==> src/rtl/dds_pkg.sv <==
// ============================================================================
// dds_pkg : shared constants, FSM encoding and SAR helper for the PWM SAR ADC
// Rev 1.0
// ============================================================================
`default_nettype none

package dds_pkg;

  localparam int PWM_PERIOD = 256;
  localparam int ADC_BITS   = 8;
  localparam int CNT_W      = $clog2(PWM_PERIOD);
  localparam int BIT_IDX_W  = $clog2(ADC_BITS);

  typedef enum logic [0:0] {
    ST_IDLE = 1'b0,
    ST_CONV = 1'b1
  } sar_state_e;

  typedef logic [ADC_BITS-1:0] code_t;

  // Keep or drop the bit under trial depending on the comparator decision.
  function automatic code_t sar_resolve(input code_t trial,
                                        input logic [BIT_IDX_W-1:0] idx,
                                        input logic keep);
    code_t mask;
    mask = code_t'(1) << idx;
    return keep ? trial : (trial & ~mask);
  endfunction

endpackage

`default_nettype wire

==> src/rtl/pwm_gen.sv <==
// ============================================================================
// pwm_gen : free-running PWM counter with period-aligned shadow duty register
// Rev 1.0
// ============================================================================
`default_nettype none

module pwm_gen
  import dds_pkg::*;
(
  input  logic             iclk,
  input  logic             irstn,
  input  logic [CNT_W-1:0] duty_i,
  output logic             pwm_o,
  output logic             period_end_o
);

  localparam logic [CNT_W-1:0] C_CNT_LAST = CNT_W'(PWM_PERIOD - 1);

  logic [CNT_W-1:0] cnt_q;
  logic [CNT_W-1:0] duty_sh_q;

  // Duty is only captured on the last count so every period is whole.
  always_ff @(posedge iclk or negedge irstn) begin
    if (!irstn) begin
      cnt_q     <= '0;
      duty_sh_q <= '0;
    end else begin
      cnt_q <= cnt_q + CNT_W'(1);
      if (period_end_o) begin
        duty_sh_q <= duty_i;
      end
    end
  end

  assign period_end_o = (cnt_q == C_CNT_LAST);
  assign pwm_o        = (cnt_q < duty_sh_q);

endmodule

`default_nettype wire

==> src/rtl/pwm_sar_adc.sv <==
// ============================================================================
// pwm_sar_adc : successive-approximation ADC using a PWM DAC + ext comparator
// Rev 1.0
// ============================================================================
`default_nettype none

module pwm_sar_adc
  import dds_pkg::*;
#(
  parameter int SETTLE_PERIODS = 16  // legal 1..255
) (
  input  logic                iclk,
  input  logic                irstn,
  input  logic                ienable,
  input  logic                icomp,
  output logic                opwm,
  output logic [ADC_BITS-1:0] pwm_adc_out,
  output logic                odone,
  output logic                obusy
);

  localparam logic [7:0]           C_LAST_PER = 8'(SETTLE_PERIODS - 1);
  localparam logic [BIT_IDX_W-1:0] C_TOP_IDX  = BIT_IDX_W'(ADC_BITS - 1);
  localparam code_t                C_MSB      = code_t'(1) << (ADC_BITS - 1);

  sar_state_e           state_q, state_d;
  code_t                trial_q, trial_d;
  logic [BIT_IDX_W-1:0] bit_idx_q, bit_idx_d;
  logic [7:0]           per_cnt_q, per_cnt_d;
  code_t                result_q, result_d;
  logic                 done_q, done_d;
  logic                 busy_q, busy_d;
  logic                 sync1_q, comp_s_q;

  logic                 w_period_end;
  logic                 w_sample;
  code_t                w_decided;
  code_t                w_duty;

  pwm_gen u_pwm (
    .iclk         (iclk),
    .irstn        (irstn),
    .duty_i       (w_duty),
    .pwm_o        (opwm),
    .period_end_o (w_period_end)
  );

  assign w_sample  = w_period_end && (per_cnt_q == C_LAST_PER);
  assign w_decided = sar_resolve(trial_q, bit_idx_q, comp_s_q);

  always_comb begin
    state_d   = state_q;
    trial_d   = trial_q;
    bit_idx_d = bit_idx_q;
    per_cnt_d = per_cnt_q;
    result_d  = result_q;
    done_d    = 1'b0;
    case (state_q)
      ST_IDLE: begin
        if (ienable && w_period_end) begin
          state_d   = ST_CONV;
          trial_d   = C_MSB;
          bit_idx_d = C_TOP_IDX;
          per_cnt_d = '0;
        end
      end
      ST_CONV: begin
        if (w_sample && (bit_idx_q == '0)) begin
          // Final bit resolved: a completed conversion is always published.
          result_d = w_decided;
          done_d   = 1'b1;
          if (ienable) begin
            trial_d   = C_MSB;
            bit_idx_d = C_TOP_IDX;
            per_cnt_d = '0;
          end else begin
            state_d = ST_IDLE;
          end
        end else if (!ienable) begin
          state_d = ST_IDLE;
        end else if (w_sample) begin
          trial_d   = w_decided | (code_t'(1) << (bit_idx_q - BIT_IDX_W'(1)));
          bit_idx_d = bit_idx_q - BIT_IDX_W'(1);
          per_cnt_d = '0;
        end else if (w_period_end) begin
          per_cnt_d = per_cnt_q + 8'd1;
        end
      end
      default: state_d = ST_IDLE;
    endcase
    busy_d = (state_d == ST_CONV);
  end

  // Next-state view so the shadow register captures the new trial on the
  // same edge the FSM moves to it; the filter tracks the result when idle.
  assign w_duty = (state_d == ST_CONV) ? trial_d : result_d;

  always_ff @(posedge iclk or negedge irstn) begin
    if (!irstn) begin
      state_q   <= ST_IDLE;
      trial_q   <= '0;
      bit_idx_q <= '0;
      per_cnt_q <= '0;
      result_q  <= '0;
      done_q    <= 1'b0;
      busy_q    <= 1'b0;
      sync1_q   <= 1'b0;
      comp_s_q  <= 1'b0;
    end else begin
      state_q   <= state_d;
      trial_q   <= trial_d;
      bit_idx_q <= bit_idx_d;
      per_cnt_q <= per_cnt_d;
      result_q  <= result_d;
      done_q    <= done_d;
      busy_q    <= busy_d;
      sync1_q   <= icomp;
      comp_s_q  <= sync1_q;
    end
  end

  assign pwm_adc_out = result_q;
  assign odone       = done_q;
  assign obusy       = busy_q;

endmodule

`default_nettype wire

==> config.mk <==
export PLATFORM = sky130hd
export DESIGN_NAME = pwm_sar_adc
export DESIGN_NICKNAME = d
export VERILOG_FILES = /design/src/rtl/dds_pkg.sv /design/src/rtl/pwm_gen.sv /design/src/rtl/pwm_sar_adc.sv
export SDC_FILE = /design/constraint.sdc
export NUM_CORES = 1
export LEC_CHECK = 0
export BUFFER_PORTS_ARGS = -buffer_cell sky130_fd_sc_hd__buf_2
export CAP_MARGIN = 20
export CORE_UTILIZATION = 29
export DETAILED_ROUTE_END_ITERATION = 7
export GPL_ROUTABILITY_DRIVEN = 1
export GPL_TIMING_DRIVEN = 0
export PLACE_DENSITY_LB_ADDON = 0.08
export SLEW_MARGIN = 0
export SYNTH_ARGS = -nofsm -noshare
export SYNTH_HDL_FRONTEND = slang
export SYNTH_HIERARCHICAL = 1
export SYNTH_SLANG_ARGS = --single-unit
==> constraint.sdc <==
create_clock -name iclk -period 3.16 [get_ports iclk]
set_input_delay 0.316 -clock iclk [delete_from_list [all_inputs] [get_ports iclk]]
set_output_delay 0.316 -clock iclk [all_outputs]
set_load 0.02 [all_outputs]
# Yosys cells after proc, flatten, opt, wreduce, memory -nomap -nowiden

Cells that the tools add are included.

Flip-flop bits (word level): 47
Word-level logic and storage cells: 60

Eq/ne operators: 6
Magnitude comparators: 1
Bitwise gates (word level): 4
Add/sub/neg operators: 3
Shifts and indexed selects: 2
Mux-type cells: 28
Reductions and logical operators: 6

Operators by type and width:

| cell                                                  | count |
|---|---|
| 2-to-1 mux 8 bit                                      | 15 |
| one-hot mux 8 bit (2 select lines)                    | 2 |
| adder 8 x 1 -> 8 bit, second input constant           | 2 |
| << shifter 1 x 3 -> 8 bit, first input constant       | 2 |
| 2-to-1 mux 3 bit                                      | 5 |
| AND 8 bit                                             | 1 |
| equality test 8 x 4 -> 1 bit, second input constant   | 1 |
| equality test 8 bit, second input constant            | 1 |
| < comparator 8 bit                                    | 1 |
| NOT 8 bit                                             | 1 |
| OR 8 bit                                              | 1 |
| one-hot mux 3 bit (2 select lines)                    | 1 |
| AND reduction 3 bit                                   | 2 |
| 2-to-1 mux 1 bit                                      | 4 |
| inequality test 2 bit, second input constant          | 2 |
| inequality test 4 x 1 -> 1 bit, second input constant | 1 |
| logical AND 1 bit                                     | 3 |
| zero test 3 bit                                       | 1 |
| inequality test 3 x 1 -> 1 bit, second input constant | 1 |
| subtractor 3 x 1 -> 3 bit, second input constant      | 1 |
| one-hot mux 1 bit (2 select lines)                    | 1 |
| NOT 1 bit                                             | 1 |

# Depth between registers and ports, before layout

Word-level depth: 10
Depth in mapped cells: 9
Gate-level depth less buffers: 8

# Hierarchy

Netlist, hierarchy kept.

Modules (own cells, without submodules):

| module      | cells an instance | area an instance (um2) | times used |
|---|---|---|---|
| pwm_sar_adc | 198               | 1863.0                 | 1 |
| pwm_gen     | 69                | 803.3                  | 1 |

# Worst setup path before layout

No wires, ideal clock.

Path type: reg2reg
Start: register u_pwm.cnt_q[0]
End: register u_pwm.duty_sh_q[4]
Cell stages (with the launch flop): 10
Data arrival time: 2.254 ns
Data required time: 3.035 ns
Setup slack: 0.781 ns
Path buffers: 1
Clock period less this slack: 2.379 ns
Cell sequence: dfrtp_1 ha_1 nand3_2 nor3_4 nor4b_4 nand4_1 buf_2 nand3_1 a32oi_1 mux2_2

Longest elaborated chain between the ends: 7
Elaborated cells between the ends (all ways): 14
Those cells by class: 1 x eq/ne; 10 x mux; 3 x reduce/logical

Ends and longest elaborated chain:

| element                            | line              | RTL |
|---|---|---|
| from (decl)                        | pwm_gen.sv:19     | `logic [CNT_W-1:0] cnt_q;` |
| from (signal assigned)             | pwm_gen.sv:28     | `cnt_q <= cnt_q + CNT_W'(1);` |
| equality test 8 bit (*)            | pwm_gen.sv:35     | `assign period_end_o = (cnt_q == C_CNT_LAST);` |
| named net w_period_end             | pwm_sar_adc.sv:35 | `logic w_period_end;` |
| logical AND 1 bit                  | pwm_sar_adc.sv:48 | `assign w_sample = w_period_end && (per_cnt_q == C_LAST_PER);` |
| 2-to-1 mux 8 bit                   | pwm_sar_adc.sv:81 | `end else if (w_sample) begin` |
| 2-to-1 mux 8 bit                   | pwm_sar_adc.sv:79 | `end else if (!ienable) begin` |
| 2-to-1 mux 8 bit                   | pwm_sar_adc.sv:68 | `if (w_sample && (bit_idx_q == '0)) begin` |
| one-hot mux 8 bit (2 select lines) | pwm_sar_adc.sv:58 | `case (state_q)` |
| 2-to-1 mux 8 bit (*)               | pwm_sar_adc.sv:96 | `assign w_duty = (state_d == ST_CONV) ? trial_d : result_d;` |
| named net w_duty[4]                | pwm_sar_adc.sv:38 | `code_t w_duty;` |
| to (signal assigned)               | pwm_gen.sv:30     | `duty_sh_q <= duty_i;` |
| to (decl)                          | pwm_gen.sv:20     | `logic [CNT_W-1:0] duty_sh_q;` |

The timed path passes the listed nets; every way through them passes the cells marked *.
A chain may end at the register's enable or synchronous reset.

# Worst setup path in the final report

Same ends and word-level chain as after synthesis.

==> impl_metrics.yaml <==
sta:
  max-slew-margin-rel_pct: 62.1
  setup_slack_ns: 0.442
  fin_skew_ns: 0.0104
  drv_slew: 0
  hold_slack_ns: 0.125
  tns_ns: 0
  worst_pin_slew_ns: 0.565
  hold_viol_final: 0
  fmax_ghz: 0.368
  fin_crit_ns: 2.72
  period_share_pct: 86.0
  rsz0062_at_grt: "false"
  setup_violations: 0
setup_path:
  crit_type: "reg2reg"
  required_ns: 3.35
  cp_data_arrival_time_ns: 2.91
  crit_path_end_kind: "register"
  worstPathMaxFanout: 10
  setup.worst_path.start_class: "register"
power:
  peakVddDrop_mv: 0.135
  p_per_area_nw_per_um2: 341
  p_total_mw: 1.03
  p_leak_nw: 1.51
synth:
  synth_area_um2: 2670
  synth_compound_area_share_pct: 15.2
  synthSimpleGateAreaFrac_pct: 20.9
  dominantRegCellSynth: "dfrtp_1"
  synth_seq_cells: 47
  yosysUniqueCellTypes: 51
  async_reset_ff_share_pct: 100
  synthXorXnorAreaFrac_pct: 3.94
  synth_mux_area_share_pct: 3.94
  syn_avg_cell_area_um2: 9.99
  syn_nets: 286
  ys_seq_area_share_pct: 44.1
  syn_inst: 267
  synth_top_family_by_area: "simple AND/OR/NAND/NOR gates"
  synth_edf_count: 0
  yosys.area_share.adder_pct: 7.04
  yosysWarnings: 6
drt:
  drc_errors: 2
  wl_per_cell_um: 16.3
  finalWirelength_mm: 6.57
  first_pass_iters: 7
  vias: 2035
  ant_nets: 0
  post_drt_via_cell_ratio: 5.06
  drtIter0Drc: 89
floorplan:
  die-area_um2: 9580
  rows: 34
  io_pins: 15
  die_h_um: 97.9
  core_um2: 8810
  die_width_um: 97.9
  start_util_pct: 30.3
final_layout:
  drive_above_1_share_pct: 17.7
  area_delta_synth_final_pct: 13.4
  n_antenna_cell: 0
  layout_commonest_cell: "dfrtp_1"
  nNetsFinal: 312
  final_cell_mix: "dfrtp_1 (47), nand2_1 (29), inv_1 (22)"
  multiInputGateArea_um2: 1360
  fillers: 922
  ff_latch_area_um2: 1180
global_routing:
  grt_pass1_vias: 2081
  track_usage_pct: 14.7
  grt_max_degree: 28
  antenna_found_initial: 0
  grt_pass1_wl_mm: 11.0
  grt_overflow_total: 0
clock_network:
  clk_latency_ns: 0.30
  root_buffer: "clkbuf_8"
  cts.repair.resized: 0
  cts_tree: "built"
  clock-sinks: 47
  cts_max_level: 2
  clk_path_buf_depth: 2
  numCtsBuffers: 5
  path_clk_slew_ns: 0.09
job:
  drv_cap: 0
placed_design:
  gp_congestion: 0.780
  dp_slack_ns: 0.00784
  port_buffers: 14
  post-dp-hpwl_mm: 4.67
status:
  failed_checks: "DRC"
  status: "finished with violations"
hold_path:
  holdCritPathClass: "in2reg"
[worst max-delay path, stage by stage, from the launching register on]
cell     delay [ns]
dfrtp_1        0.42
ha_1           0.22
nand3_2        0.14
nor3_4         0.31
nor4b_4        0.44
nand4_1        0.27
buf_2          0.27
nand3_1        0.13
a32oi_1        0.10
mux2_2         0.31
[where the power goes]
part	switching [mW]	internal, mW
clock	0.205	0.200
combinational	0.0146	0.00570
sequential	0.00179	0.602
total	0.222	0.808
[cells by family after synthesis]
| group | Yosys count |
|---|---|
| adders and majority gates | 15 |
| and+or+nand+nor | 98 |
| buffers and inverters | 29 |
| AOI/OAI and AO/OA | 57 |
| muxes | 9 |
| xor gates and xnor gates | 12 |
| DFF | 47 |
[per-layer routing]
metal	vias up	global-route usage (%)	wire length, um
met2	29	21.2	2740
met4	0	5.13	142
met3	11	2.58	180
met5	-	0	0
li1	1005	-	-
met1	990	21.9	3510
[synth_stat cells (all sizes together) (2+ instances only)]
| cell type | instances | area share [%] |
|---|---|---|
| a21oi | 8 | 1.5 |
| a222oi | 3 | 1.1 |
| and4 | 3 | 1.1 |
| nor2b | 3 | 0.70 |
| nand3 | 14 | 3.0 |
| a31o | 2 | 0.66 |
| xnor2 | 6 | 2.0 |
| inv | 22 | 3.1 |
| and3 | 6 | 1.4 |
| a21o | 6 | 1.7 |
| buf | 6 | 1.6 |
| nor3 | 4 | 1.4 |
| nor2 | 15 | 2.1 |
| o21ai | 13 | 2.4 |
| ha | 15 | 7.0 |
| dfrtp | 47 | 44 |
| a221o | 2 | 0.75 |
| o22a | 3 | 0.99 |
| a31oi | 4 | 0.94 |
| a32oi | 4 | 1.3 |
| o21bai | 3 | 0.84 |
| nand4 | 8 | 2.1 |
| and3b | 3 | 1.1 |
| and2 | 3 | 0.70 |
| nand3b | 2 | 0.56 |
| xor2 | 6 | 2.0 |
| mux2 | 9 | 3.9 |
| nand2 | 29 | 4.1 |
| a211oi | 2 | 0.75 |
| nand2b | 5 | 1.2 |
[state kept, by name (all words and copies together), names as in the netlist, 3 cells and up]
| register | cells |
|---|---|
| u_pwm/duty_sh_q | 8 |
| pwm_adc_out | 8 |
| trial_q | 8 |
| bit_idx_q | 3 |
| per_cnt_q | 8 |
| u_pwm/cnt_q | 8 |
[per-stage QoR]
stage	utilization [%]	instances	instance area, um2
after floorplan	-	267	2670
after detailed placement	32.8	390	2890
after global routing	34.3	402	3020
after global placement	32.6	389	2870
after CTS	34.3	402	3020
final	34.3	402	3020
[repair_timing]
| action | CTS | global route |
|---|---|---|
| buffers inserted | 3 | 0 |
| endpoints found under the hold margin | 20 | 0 |
| endpoints found under the setup margin | 1 | 0 |
| hold buffers | 1 | 0 |
[worst paths after layout]
kind | start | depth (start not counted) | slack (ns) | to
setup / recovery | u_pwm/cnt_q[0] | 9 | 0.44 | u_pwm/duty_sh_q[4]
hold / removal | icomp | 1 | 0.13 | sync1_q
setup reg to reg | u_pwm/cnt_q[0] | 9 | 0.44 | u_pwm/duty_sh_q[4]
hold reg to reg | sync1_q | 0 | 0.35 | comp_s_q
max in group asynchronous | irstn | 3 | 2.11 | u_pwm/cnt_q[3]
min in group asynchronous | irstn | 2 | 0.52 | bit_idx_q[0]
[cell type report]
cell class / count / area share (%)
well taps: 108 / 4.47
clock buffers: 8 / 3.31
repair buffers: 19 / 4.05
multi-input cells: 191 / 45.0
inverters: 22 / 2.73
flip-flops and latches: 47 / 38.9
plain buffers: 7 / 1.53
(Power assumes the default switching activity.)
